[config.mk]
export PLATFORM = sky130hd
export DESIGN_NAME = svm_sample_feeder
export DESIGN_NICKNAME = d
export VERILOG_FILES = /design/src/rtl/svm_pkg.sv /design/src/rtl/svm_feed_buf.sv /design/src/rtl/svm_sample_feeder.sv
export SDC_FILE = /design/constraint.sdc
export NUM_CORES = 1
export LEC_CHECK = 0
export ABC_AREA = 1
export CORE_MARGIN = 2
export CORE_UTILIZATION = 57
export DETAILED_ROUTE_END_ITERATION = 10
export PLACE_DENSITY = 0.92
export SETUP_SLACK_MARGIN = 0.1
export SLEW_MARGIN = 20
export SYNTH_ARGS = -nofsm -noshare
export SYNTH_HDL_FRONTEND = slang
export SYNTH_SLANG_ARGS = --single-unit
[constraint.sdc]
create_clock -name clk -period 7.1 [get_ports clk]
set_clock_uncertainty 0.05 [all_clocks]
set_input_delay 1.775 -clock clk [delete_from_list [all_inputs] [get_ports clk]]
set_output_delay 1.775 -clock clk [all_outputs]
set_load 0.1 [all_outputs]
[src/rtl/svm_pkg.sv]
// Shared types for the hw_svm sample feeder: feature word type and feeder FSM states.
package svm_pkg;

  localparam int unsigned DEF_DATA_W = 32;

  typedef logic signed [DEF_DATA_W-1:0] feat_t;

  typedef enum logic [1:0] {
    IDLE,
    FEED,
    WAIT_LABEL,
    DONE
  } feeder_state_e;

endpackage

[src/rtl/svm_feed_buf.sv]
// Two-entry feature FIFO between the read port and the test stream.
// Entry 0 is always the head, so the head output needs no read mux.
module svm_feed_buf
  import svm_pkg::*;
#(
  parameter int unsigned DATA_W = DEF_DATA_W
) (
  input  logic                     clk_i,
  input  logic                     rst_i,
  input  logic                     push_i,
  input  logic                     pop_i,
  input  logic                     flush_i,
  input  logic signed [DATA_W-1:0] din_i,
  output logic signed [DATA_W-1:0] head_o,
  output logic [1:0]               count_o
);

  logic signed [DATA_W-1:0] e0_q, e1_q;
  logic [1:0]               cnt_q;

  always_ff @(posedge clk_i or posedge rst_i) begin
    if (rst_i) begin
      e0_q  <= '0;
      e1_q  <= '0;
      cnt_q <= '0;
    end else if (flush_i) begin
      cnt_q <= '0;
    end else begin
      case ({push_i, pop_i})
        2'b11: begin
          if (cnt_q == 2'd2) begin
            e0_q <= e1_q;
            e1_q <= din_i;
          end else begin
            e0_q <= din_i;
          end
        end
        2'b01: begin
          e0_q  <= e1_q;
          cnt_q <= cnt_q - 2'd1;
        end
        2'b10: begin
          if (cnt_q == 2'd0) e0_q <= din_i;
          else               e1_q <= din_i;
          cnt_q <= cnt_q + 2'd1;
        end
        default: ;
      endcase
    end
  end

  assign head_o  = e0_q;
  assign count_o = cnt_q;

endmodule

[src/rtl/svm_sample_feeder.sv]
// Initiator side of the hw_svm stream: fetches feature words, streams them out,
// collects one label per sample and keeps a running positive count.
module svm_sample_feeder
  import svm_pkg::*;
#(
  parameter int unsigned DATA_W    = DEF_DATA_W,
  parameter int unsigned N_FEAT    = 16,
  parameter int unsigned N_SAMPLES = 64,
  parameter int unsigned ADDR_W    = $clog2(N_FEAT*N_SAMPLES),
  parameter int unsigned CNT_W     = $clog2(N_SAMPLES+1)
) (
  input  logic                           clk,
  input  logic                           rst,
  input  logic                           start,
  input  logic                           abort,
  output logic                           busy,
  output logic                           done,
  output logic                           mem_rd,
  output logic [ADDR_W-1:0]              mem_addr,
  input  logic signed [DATA_W-1:0]       mem_rdata,
  output logic signed [DATA_W-1:0]       test,
  output logic                           test_valid,
  input  logic                           test_ready,
  input  logic                           label,
  input  logic                           label_valid,
  output logic                           label_ready,
  output logic                           res_valid,
  output logic [$clog2(N_SAMPLES)-1:0]   res_idx,
  output logic                           res_label,
  output logic [CNT_W-1:0]               pos_count
);

  localparam int unsigned IDX_W = $clog2(N_SAMPLES);
  localparam int unsigned FC_W  = $clog2(N_FEAT+1);
  localparam logic [IDX_W-1:0] LAST_IDX  = IDX_W'(N_SAMPLES-1);
  localparam logic [FC_W-1:0]  FEAT_N    = FC_W'(N_FEAT);
  localparam logic [FC_W-1:0]  LAST_FEAT = FC_W'(N_FEAT-1);

  feeder_state_e     state_q;
  logic [IDX_W-1:0]  sample_q;
  logic [FC_W-1:0]   issued_q, sent_q;
  logic              inflight_q;
  logic [CNT_W-1:0]  pos_q;
  logic              res_valid_q, res_label_q;
  logic [IDX_W-1:0]  res_idx_q;

  logic              in_feed, pop, push, flush;
  logic [1:0]        buf_cnt, credit;
  logic signed [DATA_W-1:0] buf_head;

  assign in_feed = (state_q == FEED);
  assign test_valid = in_feed && (buf_cnt != 2'd0);
  assign pop   = test_valid && test_ready;
  assign push  = inflight_q && in_feed && !abort;
  assign flush = abort && (state_q != IDLE);

  // A slot freed by this cycle's pop counts as credit, otherwise the
  // 1-cycle read latency would leave a bubble every third word.
  assign credit = buf_cnt + {1'b0, inflight_q};
  assign mem_rd = in_feed && (issued_q < FEAT_N) &&
                  ((credit < 2'd2) || ((credit == 2'd2) && pop));
  assign mem_addr = ADDR_W'(sample_q) * ADDR_W'(N_FEAT) + ADDR_W'(issued_q);

  svm_feed_buf #(.DATA_W(DATA_W)) u_buf (
    .clk_i   (clk),
    .rst_i   (rst),
    .push_i  (push),
    .pop_i   (pop),
    .flush_i (flush),
    .din_i   (mem_rdata),
    .head_o  (buf_head),
    .count_o (buf_cnt)
  );

  always_ff @(posedge clk or posedge rst) begin
    if (rst) begin
      state_q     <= IDLE;
      sample_q    <= '0;
      issued_q    <= '0;
      sent_q      <= '0;
      inflight_q  <= 1'b0;
      pos_q       <= '0;
      res_valid_q <= 1'b0;
      res_idx_q   <= '0;
      res_label_q <= 1'b0;
    end else begin
      inflight_q  <= mem_rd && !abort;
      res_valid_q <= 1'b0;
      if (mem_rd) issued_q <= issued_q + FC_W'(1);
      if (pop)    sent_q   <= sent_q + FC_W'(1);
      case (state_q)
        IDLE: begin
          if (start) begin
            state_q  <= FEED;
            sample_q <= '0;
            issued_q <= '0;
            sent_q   <= '0;
            pos_q    <= '0;
          end
        end
        FEED: begin
          if (abort) begin
            state_q <= IDLE;
          end else if (pop && (sent_q == LAST_FEAT)) begin
            state_q  <= WAIT_LABEL;
            issued_q <= '0;
            sent_q   <= '0;
          end
        end
        WAIT_LABEL: begin
          if (abort) begin
            state_q <= IDLE;
          end else if (label_valid) begin
            res_valid_q <= 1'b1;
            res_idx_q   <= sample_q;
            res_label_q <= label;
            pos_q       <= pos_q + CNT_W'(label);
            if (sample_q == LAST_IDX) begin
              state_q <= DONE;
            end else begin
              state_q  <= FEED;
              sample_q <= sample_q + IDX_W'(1);
            end
          end
        end
        DONE:    state_q <= IDLE;
        default: state_q <= IDLE;
      endcase
    end
  end

  assign test        = buf_head;
  assign busy        = in_feed || (state_q == WAIT_LABEL);
  assign done        = (state_q == DONE);
  assign label_ready = (state_q == WAIT_LABEL);
  assign res_valid   = res_valid_q;
  assign res_idx     = res_idx_q;
  assign res_label   = res_label_q;
  assign pos_count   = pos_q;

endmodule

After elaboration in Yosys (flattened, before gate mapping) --
Index checks and enable logic that the tools add are counted.
Word-level totals: bits of input ports 39, bits in registers 100
Cells by class: add/sub/neg operators 8, $lt $le $gt $ge 2, equal/unequal tests 19, bitwise logic cells 2, mux-type cells 37, reductions and logical operators 27
Operator list (count):
- 32-bit two-way mux | 4
- 32-bit one-hot mux with 3 select lines | 1
- 32-bit one-hot mux with 2 select lines | 1
- 5-bit two-way mux | 8
- 6-bit two-way mux | 4
- 7-bit two-way mux | 3
- 5-bit one-hot mux with 2 select lines | 2
- 2-bit two-way mux | 7
- 7-bit one-hot mux with 2 select lines | 1
- 2-bit == test (second input constant) | 6
- 6-bit one-hot mux with 2 select lines | 1
- 10-bit by 5-bit adder with 10-bit output | 1
- 5-bit by 1-bit adder with 5-bit output (second input constant) | 2
- 1-bit logical AND | 10
- 2-bit inequality test (second input constant) | 5
- 3-bit AND reduction | 3
- 2-bit one-hot mux with 4 select lines | 1
- 4-bit AND reduction | 2
- 2-bit nonzero test | 4
- 7-bit by 1-bit adder with 7-bit output | 1
- 6-bit by 1-bit adder with 6-bit output (second input constant) | 1
- 6-bit == test (second input constant) | 1
- 3-bit nonzero test | 2
- 5-bit by 4-bit == test with 1-bit output (second input constant) | 1
- 16 further kinds | 23

Longest topological paths before layout --
Gate-level depths: netlist of run 1.
word-level depth 10, gate-level depth with buffers 13, gate-level depth less buffers 11

Cells and area by module --
A second synthesis of run 1 with hierarchy kept.
Second synthesis, totals: cell total of the unflattened synthesis 791, area, all modules 5738.0 µm²
By module, submodules not included:
- svm_feed_buf | area an instance 3694.8 µm², cells an instance 527, instances 1
- svm_sample_feeder | area an instance 2043.2 µm², cells an instance 264, instances 1

Worst setup path after synthesis of run 1 --
Ideal clock, no wire load.
path kind input port to output port, from input test_ready, to output mem_rd, path slack 2597 ps, cell stages on the path 4, data required time 5275 ps, path buffers 0, arrival 2678 ps, cells stage by stage nand4_1 nand2_1 nand2_1 inv_1
Between the ends: longest elaborated chain between the ends 4
Ends and longest elaborated chain:
- start: declaration | RTL line svm_sample_feeder.sv:23 | input logic test_ready,
- 1-bit logical AND | RTL line svm_sample_feeder.sv:53 | assign pop = test_valid && test_ready;
- 1-bit logical AND | RTL line svm_sample_feeder.sv:61 | ((credit < 2'd2) || ((credit == 2'd2) && pop));
- 1-bit logical OR | RTL line svm_sample_feeder.sv:61
- 1-bit logical AND | RTL line svm_sample_feeder.sv:60 | assign mem_rd = in_feed && (issued_q < FEAT_N) &&
- end: declaration | RTL line svm_sample_feeder.sv:18 | output logic mem_rd,
No other way between the ends.

Worst setup path after layout of run 1 --
Ends and elaborated chain as after synthesis.

==> results of run 1 <==
## Yosys cell counts, drive strengths merged
cell type | instances | area [um2]
nand2 | 166 | 638.1
o21ai | 122 | 610.6
dfrtp | 100 | 2502
inv | 73 | 274.0
nor2 | 63 | 251.5
a31oi | 33 | 206.5
a21oi | 32 | 160.2
buf | 21 | 133.9
clkbuf | 19 | 71.32
ha | 17 | 212.7
xor2 | 11 | 96.34
nand3 | 10 | 50.05
nand4 | 9 | 56.30
nor3 | 4 | 20.02
nor3b | 2 | 15.01
or2 | 2 | 12.51
a211oi | 1 | 20.02
mux2i | 1 | 10.01
o2111ai | 1 | 15.01
o22ai | 1 | 6.260
xnor2 | 1 | 8.760
## flip-flops by register name, summed over array words and instances (netlist names)
name	flops
u_buf.e1_q	32
u_buf.head_o	32
pos_count	7
res_idx	6
sample_q	6
issued_q	5
sent_q	5
state_q	2
u_buf.count_o	2
inflight_q	1
res_label	1
res_valid	1
## path summary, 6_finish.rpt
path | from | to | slack [ps]
max | test_ready | mem_rd | 1340
min | res_idx[5] | res_idx[5] | 460
max reg2reg | state_q[1] | u_buf.head_o[18] | 4040
min reg2reg | res_idx[5] | res_idx[5] | 460
max in group asynchronous | rst | u_buf.head_o[6] | 4110
min in group asynchronous | rst | res_idx[5] | 1760
## stage by stage
step / std cells / util, %
5_1_grt: 879 / 71.21
3_3_place_gp: 864 / 69.07
6_report: 879 / 71.21
3_5_place_dp: 864 / 69.07
2_1_floorplan: 689 / -
4_1_cts: 879 / 71.16
## kinds of logic (layout without fill, tap and decap cells)
group / after synthesis / count (layout) / share of synthesized area [%]
AO/OA/AOI/OAI: 190 / 190 / 18.96
XOR/XNOR: 12 / 12 / 1.957
adder cells (fa/ha/maj): 17 / 17 / 3.960
buffers and inverters: 113 / 192 / 8.922
flip-flops: 100 / 100 / 46.59
multiplexers: 1 / 1 / 0.1864
AND/OR/NAND/NOR: 256 / 256 / 19.43
## worst max-delay path: cells and delay by family
| kind | cells | cell delay [ps] |
|---|---|---|
| buffers and inverters | 3 | 1790 |
| and+or+nand+nor | 3 | 370 |
## metal layers
layer | share of wire (%) | track usage, % | vias to the layer above
met5 | 0 | 0 | -
met2 | 51 | 46.51 | 215
li1 | - | - | 2400
met1 | 41 | 31.46 | 2376
met3 | 5.4 | 3.121 | 26
met4 | 2.1 | 10.71 | 0
## placed cells by master (no fill, tap or decap), types with 3 or more instances in the layout
master and instances:
a21oi_1 32, a31oi_1 33, buf_4 4, clkbuf_8 10, clkdlybuf4s50_1 100, dfrtp_1 100
ha_1 17, inv_1 67, inv_2 5, nand2_1 161, nand2_2 3, nand3_1 10
nand4_1 9, nor2_1 59, nor2_2 3, nor3_1 4, o21ai_0 116, o21ai_1 6
xor2_1 11
## area by class of cell
cell class              instances  area (um2)  share of cell area [%]
clock inverters                 4       50.05                  0.7642
well taps                     111       138.9                   2.121
flip-flops and latches        100        2502                   38.21
clock buffers                  11       141.4                   2.159
inverters                      73       276.5                   4.222
repair buffers                104        1031                   15.74
multi-input cells             476        2409                   36.78
==> results.sh, run 1 <==
export IMPL_die_area_mm2=0.01022
export IMPL_post_route_min_period_ps=5762
export IMPL_drt_iter0_drc=347
export IMPL_syn_instance_count=689
export IMPL_cts_sinks=100
export IMPL_path_clk_slew_ps=100
export IMPL_achievable_frequency_mhz=173.5
export IMPL_h_tree_depth=3
export IMPL_synth_distinct_cells=30
export IMPL_core_area_mm2=0.009196
export IMPL_ioPinCount=101
export IMPL_vias=5017
export IMPL_ys_ff_latch=100
export IMPL_ys_seq_area_share_pct=46.59
export IMPL_whs_path_depth=2
export IMPL_final_nets=820
export IMPL_min_path_type="reg -> reg"
export IMPL_cp_end_kind="primary output"
export IMPL_track_usage_pct=25.92
export IMPL_critPathSlowestCell="clkdlybuf4s50_1"
export IMPL_core_rowCount=35
export IMPL_syn2layout_area_growth_pct=21.92
export IMPL_cp_slowest_stage_delay_ps=1130
export IMPL_drv_slew=0
export IMPL_drive_above_1_share_pct=4.818
export IMPL_chipWidth_um=101.1
export IMPL_initial_utilization_pct=58.41
export IMPL_cts_resized=0
export IMPL_cp_cell_sequence="clkdlybuf4s50_1 > nand4_1 > nand2_1 > nand2_1 > inv_1 > clkdlybuf4s50_1"
export IMPL_setup_viol=0
export IMPL_grt_pass1_vias=4901
export IMPL_worst_endpoint_arrival_ps=3940
export IMPL_yosysWarnings=0
export IMPL_final_setup_worst_slack_ps=1338
export IMPL_path_class="in -> out"
export IMPL_syn_avg_cell_area_um2=7.796
export IMPL_antenna_found_initial=0
export IMPL_grt_pass1_wl_mm=21.38
export IMPL_required_ps=5280
export IMPL_clock_root_buffer="clkbuf_8"
export IMPL_insertion_delay_ps=360
export IMPL_post_route_period_util_pct=81.16
export IMPL_rsz0062_at_grt="false"
export IMPL_ant_nets=0
export IMPL_syn_num_nets=745
export IMPL_crit_fanout=6
export IMPL_ctsHoldBuffers=0
export IMPL_placed_area_mm2=0.006352
export IMPL_antenna_cells=0
export IMPL_nFillCells=737
export IMPL_tritoncts="done"
export IMPL_status="completed"
export IMPL_cp_start_kind="input port"
export IMPL_gp_congestion=0.9075
export IMPL_die_h_um=101.1
export IMPL_r2r_cells=11
export IMPL_dp_hpwl_mm=8.691
export IMPL_dpl_worst_slack_ps=1344
export IMPL_cts_buffers=9
export IMPL_whs_ps=457.5
export IMPL_viasPerCell=5.708
export IMPL_syn_cell_area_mm2=0.005371
export IMPL_drv_cap=0
export IMPL_wire_per_inst_um=14.84
export IMPL_numPortBuffers=100
export IMPL_worst_slew_pin_slew_ps=1045
export IMPL_hold_violations=0
export IMPL_cts_setup_buffers=0
export IMPL_clk_path_buf_depth=2
export IMPL_relSlewSlack_pct=30.31
export IMPL_grt_max_degree=67
export IMPL_overflow=0
export IMPL_dr_pass1_iters=5
export IMPL_drc=0
export IMPL_finalInstanceArea_mm2=0.006549
export IMPL_drt_wl_total_mm=13.04
export IMPL_tns_ps=0
Power of run 1 is left out: the tool's default activity adds up to more than one toggle a clock period on the data nets, which glitch-free logic cannot reach.
==> run 2: changes to the inputs <==
--- a/config.mk
+++ b/config.mk
@@ -7,9 +7,9 @@
 export LEC_CHECK = 0
 export ABC_AREA = 1
 export CORE_MARGIN = 2
-export CORE_UTILIZATION = 57
+export CORE_UTILIZATION = 53
 export DETAILED_ROUTE_END_ITERATION = 10
-export PLACE_DENSITY = 0.92
+export PLACE_DENSITY = 0.87
 export SETUP_SLACK_MARGIN = 0.1
 export SLEW_MARGIN = 20
 export SYNTH_ARGS = -nofsm -noshare
==> constraint.sdc (replaced) <==
create_clock -name clk -period 5.5 [get_ports clk]
set_clock_uncertainty 0.05 [all_clocks]
set_input_delay 1.375 -clock clk [delete_from_list [all_inputs] [get_ports clk]]
set_output_delay 1.375 -clock clk [all_outputs]
set_load 0.1 [all_outputs]
==> results.sh, run 2 (synthesis gave the netlist of run 1 again) <==
export IMPL_cp_slowest_stage_delay_ps=550
export IMPL_status="completed"
export IMPL_vias=4930
export IMPL_achievable_frequency_mhz=241.9
export IMPL_core_area_mm2=0.009819
export IMPL_critPathSlowestCell="clkdlybuf4s50_1"
export IMPL_busiest_layer="met2"
export IMPL_grt_pass1_vias=4809
export IMPL_die_h_um=104.7
export IMPL_grt_max_degree=68
export IMPL_crit_fanout=6
export IMPL_antenna_cells=0
export IMPL_nFillCells=834
export IMPL_cts_buffers=9
export IMPL_insertion_delay_ps=360
export IMPL_ant_nets=0
export IMPL_relSlewSlack_pct=26.90
export IMPL_cts_resized=0
export IMPL_cts_setup_buffers=0
export IMPL_grt_pass1_wl_mm=21.56
export IMPL_rsz0062_at_grt="false"
export IMPL_crit_buf_inv=3
export IMPL_cp_end_kind="primary output"
export IMPL_final_cell_mix="nand2_1, o21ai_0, dfrtp_1"
export IMPL_path_class="in -> out"
export IMPL_setup_viol=0
export IMPL_wire_per_inst_um=14.29
export IMPL_hold_violations=0
export IMPL_post_route_min_period_ps=4135
export IMPL_path_clk_slew_ps=90
export IMPL_core_rowCount=36
export IMPL_met3_usage_pct=4.117
export IMPL_tns_ps=0
export IMPL_use_met2_pct=40.85
export IMPL_critPathTopFamily="buffers and inverters"
export IMPL_drc=0
export IMPL_initial_utilization_pct=54.70
export IMPL_ioPinCount=101
export IMPL_gp_congestion=0.8363
export IMPL_ctsHoldBuffers=0
export IMPL_numPortBuffers=100
export IMPL_chipWidth_um=104.7
export IMPL_worst_slew_pin_slew_ps=1097
export IMPL_drt_wl_total_mm=12.86
export IMPL_drive_above_1_share_pct=4.954
export IMPL_final_common_cell="nand2_1"
export IMPL_h_tree_depth=3
export IMPL_antenna_found_initial=0
export IMPL_cpMostUsedCell="nand2_1"
export IMPL_clk_path_buf_depth=2
export IMPL_worst_endpoint_arrival_ps=2710
export IMPL_clock_root_buffer="clkbuf_8"
export IMPL_drt_iter0_drc=264
export IMPL_die_area_mm2=0.01096
export IMPL_dp_hpwl_mm=8.512
export IMPL_final_nets=820
export IMPL_dr_pass1_iters=5
export IMPL_cp_start_kind="input port"
export IMPL_drv_slew=0
export IMPL_cp_cell_sequence="clkdlybuf4s50_1 > nand4_1 > nand2_1 > nand2_1 > inv_1 > buf_4"
export IMPL_min_path_type="reg -> reg"
export IMPL_viasPerCell=5.478
export IMPL_met1_usage_pct=29.54
export IMPL_required_ps=4070
export IMPL_tritoncts="done"
export IMPL_drv_cap=0
export IMPL_track_usage_pct=23.93
export IMPL_syn2layout_area_growth_pct=22.59
export IMPL_overflow=0
export IMPL_post_route_period_util_pct=75.18
export IMPL_cts_sinks=100
## run 2: changes by cell type in the layout (fill, tap and decap cells not counted), sizes merged
cell           before  now
buf                 4    5
clkinv              1    3
bufinv              1    2
clkdlybuf4s50     100   99
clkbuf             11    9
clkinvlp            2    0
## run 2: area by class of cell
type | instances | area [um2] | area share, %
Sequential cell | 100 | 2502 | 38.00
Multi-Input combinational cell | 476 | 2409 | 36.58
Timing Repair Buffer | 104 | 1028 | 15.62
Inverter | 73 | 276.5 | 4.199
Tap cell | 133 | 166.4 | 2.527
Clock buffer | 9 | 123.9 | 1.881
Clock inverter | 5 | 78.83 | 1.197
## run 2: per-stage QoR
step	hold slack [ps]	cell area [um2]	setup WS [ps]	std cells	util (%)
after detailed placement	427.1	6377	1395	886	64.95
after global placement	413.9	6377	1406	886	64.95
after floorplan	419.1	5371	1456	689	-
final	449.1	6585	1365	900	67.06
after global routing	465.1	6585	1265	900	67.06
after CTS	447.8	6580	1383	900	67.01
## run 2: per-layer routing
| metal | routed length [um] | up-vias |
|---|---|---|
| li1 | - | 2397 |
| met5 | 0 | - |
| met4 | 215 | 0 |
| met1 | 5413 | 2354 |
| met3 | 656 | 20 |
| met2 | 6577 | 159 |
## run 2: path summary, 6_finish.rpt
path | start | endpoint | slack [ps] | depth (start not counted)
worst min-delay path | res_idx[4] | res_idx[4] | 450 | 2
worst max register to register | state_q[1] | u_buf.head_o[12] | 2510 | 11
worst min register to register | res_idx[4] | res_idx[4] | 450 | 2
max in group asynchronous | rst | u_buf.e1_q[1] | 2940 | 3
min in group asynchronous | rst | state_q[1] | 1480 | 2
worst max-delay path | test_ready | mem_rd | 1370 | 6
## run 2: worst reg2reg max path, stage by stage (launching register included)
cell	delay, ps
dfrtp_1	430
inv_1	100
ha_1	230
inv_1	130
nor2_1	210
nand2_1	150
inv_1	110
ha_1	360
inv_1	500
o21ai_0	400
nand2_1	90
a31oi_1	160
Power of run 2 is left out for the same reason.
==> run 3: changes to the inputs <==
==> constraint.sdc (replaced) <==
create_clock -name clk -period 4.1 [get_ports clk]
set_clock_uncertainty 0.05 [all_clocks]
set_input_delay 1.025 -clock clk [delete_from_list [all_inputs] [get_ports clk]]
set_output_delay 1.025 -clock clk [all_outputs]
set_load 0.1 [all_outputs]
==> results.sh, run 3 (synthesis gave the netlist of run 1 again) <==
export IMPL_min_path_type="reg -> reg"
export IMPL_cts_buffers=9
export IMPL_drive_above_1_share_pct=6.120
export IMPL_required_ps=3020
export IMPL_post_route_min_period_ps=3371
export IMPL_insertion_delay_ps=360
export IMPL_antenna_cells=0
export IMPL_h_tree_depth=3
export IMPL_die_area_mm2=0.01096
export IMPL_grt_pass1_wl_mm=21.52
export IMPL_overflow=0
export IMPL_post_route_period_util_pct=82.22
export IMPL_cp_cell_sequence="clkdlybuf4s50_1 > nand4_1 > nand2_1 > nand2_1 > inv_1 > buf_12"
export IMPL_placed_cells_incl_taps=887
export IMPL_worst_slew_pin_slew_ps=1045
export IMPL_syn2layout_area_growth_pct=22.92
export IMPL_dr_pass1_iters=5
export IMPL_dp_hpwl_mm=8.607
export IMPL_antenna_found_initial=0
export IMPL_drt_iter0_drc=403
export IMPL_crit_fanout=6
export IMPL_cp_slowest_stage_delay_ps=560
export IMPL_clk_path_buf_depth=2
export IMPL_drv_slew=0
export IMPL_rsz0062_at_grt="false"
export IMPL_whs_ps=454.8
export IMPL_cts_setup_buffers=0
export IMPL_final_cell_mix="nand2_1, o21ai_0, dfrtp_1"
export IMPL_placed_area_mm2=0.006412
export IMPL_drc=0
export IMPL_cp_end_kind="primary output"
export IMPL_initial_utilization_pct=54.70
export IMPL_clock_root_buffer="clkbuf_8"
export IMPL_instances_no_fill=901
export IMPL_grt_pass1_vias=4631
export IMPL_gp_congestion=0.8492
export IMPL_tns_ps=0
export IMPL_wire_per_inst_um=14.09
export IMPL_finalInstanceArea_mm2=0.006603
export IMPL_chipWidth_um=104.7
export IMPL_setup_viol=0
export IMPL_nFillCells=817
export IMPL_ioPinCount=101
export IMPL_relSlewSlack_pct=30.10
export IMPL_tritoncts="done"
export IMPL_cp_start_kind="input port"
export IMPL_worst_endpoint_arrival_ps=2300
export IMPL_vias=4892
export IMPL_core_rowCount=36
export IMPL_final_nets=821
export IMPL_drv_cap=0
export IMPL_cpMostUsedCell="nand2_1"
export IMPL_numPortBuffers=100
export IMPL_viasPerCell=5.430
export IMPL_core_area_mm2=0.009819
export IMPL_ctsHoldBuffers=0
export IMPL_die_h_um=104.7
export IMPL_critPathSlowestCell="clkdlybuf4s50_1"
export IMPL_cts_sinks=100
export IMPL_status="completed"
export IMPL_drt_wl_total_mm=12.69
export IMPL_track_usage_pct=23.71
export IMPL_grt_max_degree=67
export IMPL_achievable_frequency_mhz=296.6
export IMPL_cts_resized=0
export IMPL_final_common_cell="nand2_1"
export IMPL_ant_nets=0
export IMPL_path_clk_slew_ps=90
export IMPL_path_class="in -> out"
export IMPL_hold_violations=0
==> run 3: changes by cell type in the layout (fill, tap and decap cells not counted), moves of 2 or more <==
cell,before,now
buf_12,0,4
buf_4,5,11
clkbuf_8,9,11
clkdlybuf4s50_1,99,90
==> run 3: area by class of cell <==
cell class	count	area [um2]	share of cell area [%]
clock buffer	12	155.1	2.350
clock inverter	2	35.03	0.5306
inverter	73	276.5	4.188
multi-input combinational	476	2404	36.40
sequential	100	2502	37.90
tap	133	166.4	2.520
timing repair buffer	105	1064	16.11
==> run 3: worst max-delay path: cells and delay by family <==
kind,cells,cell delay [ps]
buffers and inverters,3,900
and+or+nand+nor,3,370
==> run 3: routing by layer <==
layer	vias to the layer above	GRT usage (%)	wire, um
met5	-	0	0
li1	2402	-	-
met4	0	8.476	265
met1	2293	30.68	5318
met3	22	3.369	712
met2	175	40.76	6396
==> run 3: worst paths after layout <==
kind / start / end / slack, ps / depth (start not counted)
setup / recovery: test_ready / mem_rd / 730 / 6
hold / removal: res_idx[4] / res_idx[4] / 450 / 2
setup reg to reg: state_q[1] / u_buf.head_o[3] / 1240 / 11
hold reg to reg: res_idx[4] / res_idx[4] / 450 / 2
max in group asynchronous: rst / u_buf.e1_q[15] / 2200 / 3
min in group asynchronous: rst / res_idx[1] / 1110 / 2
==> run 3: metrics by stage <==
stage / setup slack [ps] / util (%)
finish: 728.9 / 67.24
global route: 498.4 / 67.24
CTS: 732.1 / 67.24
detailed placement: 491.3 / 65.30
global placement: 687.6 / 65.30
floorplan: 406.2 / -
Power of run 3 is left out for the same reason.
